==> src/rtl/rca_seq_adder.sv <==
// rca_seq_adder: multi-cycle adder/subtractor built from one 8-bit ripple-carry slice.
// Operands are processed one byte lane per clock, LSB lane first; the inter-lane carry
// lives in a register. Command side and result side use valid/ready handshakes.
// Optional signed-overflow output is enabled by defining RCA_SEQ_OVF_EN.

module rca_seq_adder #(
  parameter int unsigned NUM_BYTES = 4
) (
  input  logic                   clk,
  input  logic                   rst_n,
  input  logic                   start_valid,
  output logic                   start_ready,
  input  logic [8*NUM_BYTES-1:0] a,
  input  logic [8*NUM_BYTES-1:0] b,
  input  logic                   cin,
  input  logic                   op_sub,
  output logic                   res_valid,
  input  logic                   res_ready,
  output logic [8*NUM_BYTES-1:0] sum,
  output logic                   cout
`ifdef RCA_SEQ_OVF_EN
  ,
  output logic                   ovf
`endif
);

  localparam int unsigned W    = 8 * NUM_BYTES;
  localparam int unsigned IdxW = (NUM_BYTES > 1) ? $clog2(NUM_BYTES) : 1;
  localparam logic [IdxW-1:0] LastIdx = IdxW'(NUM_BYTES - 1);

  typedef enum logic [1:0] {
    StIdle,
    StRun,
    StDone
  } state_e;

  state_e          r_state;
  state_e          w_state_nxt;

  logic [W-1:0]    r_op_a;
  logic [W-1:0]    r_op_b;
  logic            r_carry;
  logic [IdxW-1:0] r_idx;
  logic [W-1:0]    r_sum;
  logic            r_cout;

  logic            w_accept;
  logic            w_last;
  logic [7:0]      w_lane_a;
  logic [7:0]      w_lane_b;
  logic [8:0]      w_lane_sum;
  logic [W-1:0]    w_sum_nxt;

`ifdef RCA_SEQ_OVF_EN
  logic            r_ovf;
  logic [7:0]      w_lane_lo7;
  logic            w_lane_ovf;
`endif

  assign w_last = (r_idx == LastIdx);

  // FSM state register
  always_ff @(posedge clk or negedge rst_n) begin
    if (!rst_n) begin
      r_state <= StIdle;
    end else begin
      r_state <= w_state_nxt;
    end
  end

  // FSM next state and accept strobe
  always_comb begin
    w_state_nxt = r_state;
    w_accept    = 1'b0;
    unique case (r_state)
      StIdle: begin
        if (start_valid) begin
          w_accept    = 1'b1;
          w_state_nxt = StRun;
        end
      end
      StRun: begin
        if (w_last) begin
          w_state_nxt = StDone;
        end
      end
      StDone: begin
        if (res_ready) begin
          w_state_nxt = StIdle;
        end
      end
      default: w_state_nxt = StIdle;
    endcase
  end

  // Current lane slice add and merge of the new byte into the partial sum
  always_comb begin
    w_lane_a   = 8'(r_op_a >> {r_idx, 3'b000});
    w_lane_b   = 8'(r_op_b >> {r_idx, 3'b000});
    w_lane_sum = {1'b0, w_lane_a} + {1'b0, w_lane_b} + {8'b0, r_carry};
    // Uncomputed bytes are still zero, so OR-ing the lane in is a byte write.
    w_sum_nxt  = r_sum | (W'(w_lane_sum[7:0]) << {r_idx, 3'b000});
  end

`ifdef RCA_SEQ_OVF_EN
  // Carry into the top bit of the lane; XOR with carry-out gives signed overflow
  always_comb begin
    w_lane_lo7 = {1'b0, w_lane_a[6:0]} + {1'b0, w_lane_b[6:0]} + {7'b0, r_carry};
    w_lane_ovf = w_lane_lo7[7] ^ w_lane_sum[8];
  end
`endif

  // Operand capture on accept, then one lane per clock while running
  always_ff @(posedge clk or negedge rst_n) begin
    if (!rst_n) begin
      r_op_a  <= '0;
      r_op_b  <= '0;
      r_carry <= 1'b0;
      r_idx   <= '0;
      r_sum   <= '0;
      r_cout  <= 1'b0;
    end else if (w_accept) begin
      r_op_a  <= a;
      // Subtract is A + ~B + 1
      r_op_b  <= op_sub ? ~b : b;
      r_carry <= op_sub ? 1'b1 : cin;
      r_idx   <= '0;
      r_sum   <= '0;
      r_cout  <= 1'b0;
    end else if (r_state == StRun) begin
      r_sum   <= w_sum_nxt;
      r_carry <= w_lane_sum[8];
      if (w_last) begin
        r_idx  <= '0;
        r_cout <= w_lane_sum[8];
      end else begin
        r_idx  <= r_idx + 1'b1;
      end
    end
  end

`ifdef RCA_SEQ_OVF_EN
  // Overflow flag registered alongside cout on the final lane
  always_ff @(posedge clk or negedge rst_n) begin
    if (!rst_n) begin
      r_ovf <= 1'b0;
    end else if (w_accept) begin
      r_ovf <= 1'b0;
    end else if ((r_state == StRun) && w_last) begin
      r_ovf <= w_lane_ovf;
    end
  end

  assign ovf = r_ovf;
`endif

  // Ready is suppressed while reset is held even though the state reads idle
  assign start_ready = rst_n && (r_state == StIdle);
  assign res_valid   = (r_state == StDone);
  assign sum         = r_sum;
  assign cout        = r_cout;

endmodule

==> config.mk <==
export PLATFORM = sky130hd
export DESIGN_NAME = rca_seq_adder
export DESIGN_NICKNAME = d
export VERILOG_FILES = /design/src/rtl/rca_seq_adder.sv
export SDC_FILE = /design/constraint.sdc
export NUM_CORES = 1
export LEC_CHECK = 0
export ABC_AREA = 1
export BUFFER_PORTS_ARGS = -buffer_cell sky130_fd_sc_hd__buf_2
export CELL_PAD_IN_SITES_DETAIL_PLACEMENT = 0
export CELL_PAD_IN_SITES_GLOBAL_PLACEMENT = 1
export CORE_ASPECT_RATIO = 1.25
export CORE_UTILIZATION = 40
export DETAILED_ROUTE_END_ITERATION = 12
export PLACE_DENSITY = 0.82
export SLEW_MARGIN = 20
export SYNTH_ARGS = -nofsm -noshare
export SYNTH_HDL_FRONTEND = slang
export SYNTH_SLANG_ARGS = --single-unit
==> constraint.sdc <==
create_clock -name clk -period 4.8 [get_ports clk]
set_input_delay 0 -clock clk [delete_from_list [all_inputs] [get_ports clk]]
set_output_delay 0 -clock clk [all_outputs]
set_load 0.005 [all_outputs]
==> run metrics <==
Max Freq 356 MHz; layout cells sized above 1 0.173; worst path bufs/invs 3; combinational share of power 0.515; max_slew headroom 0.401; # H-tree levels 3; post-synth net total 681; Worst Max-Slew Pin Slew 0.898 ns; Worst Setup End Kind register; RSZ-0062 raised after global routing false; Pleak 3.30 nW; # resized after CTS 0; Yosys warnings 0; I/O pin count 105; status complete, no violations; Fin Hold WS 0.00266 ns; gpl congestion 0.841; Setup Viol. Count Final 0; sum of negative setup slack 0 ns; TritonCTS clock tree done; most frequent cell after synthesis nand2_1; Worst Path Max Fanout 47; Power Dens Cells 702 nW/um^2; Wirelength per Cell 13.6 um; residual overflow from global routing 0; nets 828; Slowest-stage cell, CP inv_2; Num CTS Buffers 9; Final min period 2.81 ns; largest net degree at the start of global routing 79; vias per inst 4.77; max incr delay on CP 0.52 ns; Int Power 2.53 mW; initial antenna violation count 0; worst path cell trace inv_2 -> o21ai_0 -> o22ai_1 -> fa_1 -> inv_1 -> fa_1 -> inv_1 -> nand2_1 -> a21oi_2 -> xor2_2 -> nand3_1 -> nand2_1; Clock Path Buffers 2; # Post-CTS Setup Buffers 0; DR vias 4,368; Syn Inst Count 601; clock latency on the worst-skew pair 0.34 ns; CTS Hold Buffers Added 66; worst path required time 5.08 ns; cell family with most CP delay buffers and inverters; Die Area 13,000 sq um; synthesis-to-layout area growth 29.3%; first-pass GRT wire length 20,800 um; crit path kind reg2reg; share of the synthesized area in the top cell type 0.508; # DRC 0; final wirelength 12,500 um; Clk pwr share 0.152; Reg power frac 0.333; Slew Viols, Final 0; Unique masters post-synth 30; Net Sw Frac 0.445; drt first pass iters 4; CP Launch Type register; EDFF count, synth 0; Final ANT Viol Nets 0; Tcrit/Tclk final 0.585; Post-synth ARST share 1.00; Clock transition at path regs 0.06 ns; detailed placement HPWL 8610 um; top cells by count, synth 204 x nand2_1, 102 x dfrtp_1, 74 x o21ai_0; buffers added on ports 104; synthesis-stage register bit count 102; Initial Util 0.412; area of the core 12,200 sq um; Die Wd 102 um; net switching power 2.03 mW; Post-Syn Area 5030 sq um; Final Hold Viols 0; ys flop type dfrtp_1; DR iter-0 viols 278; Max rail drop VDD 0.310 mV; Hold WC Path Type in2reg; Syn Area/Cell 8.37 sq um; largest area contributor in the netlist dfrtp_1; FP Rows 45; Seq/Total Area, Yosys 0.508; total of max-cap violations 0; Antenna Cells 0; synth top area cells dfrtp_1 51%, nand2_1 15%, o21ai_0 7.4%, xnor2_1 5.7%, nor2_1 3.4%; vias in the first global route 4,307; Die H 127 um; Crit path arrival time 3.08 ns; CTS Sinks 102; GRT Total Usage 0.207; Root Buffer clkbuf_16; Clock Skew 0.00561 ns
[layer usage]
metal | vias up | routed length [um] | global-route usage
met5 | - | 0 | 0
met2 | 101 | 6070 | 0.339
met1 | 2018 | 5690 | 0.272
met4 | 0 | 317 | 0.0916
li1 | 2225 | - | -
met3 | 24 | 386 | 0.0268
[worst register-to-register path: stages (launching register included)]
cell	delay, ns
dfrtp_1	0.38
inv_2	0.52
o21ai_0	0.18
o22ai_1	0.22
fa_1	0.24
inv_1	0.06
fa_1	0.41
inv_1	0.07
nand2_1	0.07
a21oi_2	0.19
xor2_2	0.21
nand3_1	0.10
nand2_1	0.09
[kinds of logic (layout without fill, tap and decap cells)]
logic type / after synthesis / count (layout) / synth area share
compound gates: 106 / 106 / 0.113
xor+xnor: 34 / 34 / 0.0607
fa+ha+maj: 10 / 10 / 0.0279
buf+inv: 68 / 219 / 0.0694
flops: 102 / 102 / 0.508
simple gates: 281 / 281 / 0.221
[per-stage QoR]
step / cells / total power, mW / instance area (sq um) / setup WS [ns] / utilization
floorplan: 601 / 3.21 / 5030 / 2.38 / -
detailed placement: 835 / 3.84 / 5550 / 1.99 / 0.455
global placement: 835 / 3.77 / 5550 / 2.13 / 0.455
finish: 916 / 4.56 / 6500 / 1.99 / 0.532
global route: 916 / 5.00 / 6500 / 1.72 / 0.532
CTS: 916 / 4.59 / 6500 / 1.97 / 0.532
[layout by cell type (no fill, tap or decap), types with 8 or more instances in the layout]
cell type,n
o22ai_1,15
xnor2_1,33
inv_1,26
dfrtp_1,102
o21ai_0,74
nand3_1,22
a21oi_1,8
buf_2,103
clkbuf_16,9
nor2_1,45
dlygate4sd3_1,66
ha_1,8
nand2_1,204
[area by class of cell]
type                            instances  area [sq um]
Timing Repair Buffer                  173          1210
Sequential cell                       102          2550
Fill cell                            1181          5720
Inverter                               31           116
Clock buffer                           15           288
Tap cell                              164           205
Multi-Input combinational cell        431          2130
[power groups by stage]
stage          Sequential, mW  Clock [mW]  Combinational (mW)
4_1_cts                  1.52       0.707                2.37
5_1_grt                  1.56       0.740                2.70
3_3_place_gp             1.53           0                2.25
2_1_floorplan            1.44           0                1.77
3_5_place_dp             1.53           0                2.31
6_report                 1.52       0.694                2.35
[registers in the layout, indices dropped and copies added (netlist names)]
| name | flops |
|---|---|
| r_carry | 1 |
| r_state | 2 |
| r_op_a | 32 |
| sum | 32 |
| r_idx | 2 |
| cout | 1 |
| r_op_b | 32 |
[final timing paths]
path	startpoint	end	slack [ns]	cells after the start
max reg2reg	r_idx[0]$_DFFE_PN0P_	sum[4]$_DFFE_PN0P_	1.99	12
min in group asynchronous	rst_n	sum[24]$_DFFE_PN0P_	0.21	2
min reg2reg	sum[13]$_DFFE_PN0P_	sum[13]$_DFFE_PN0P_	0.47	2
max	r_idx[0]$_DFFE_PN0P_	sum[4]$_DFFE_PN0P_	1.99	12
min	b[28]	r_op_b[28]$_DFFE_PN0P_	0.003	3
max in group asynchronous	rst_n	r_op_a[8]$_DFFE_PN0P_	3.50	3
(Power assumes the default switching activity.)
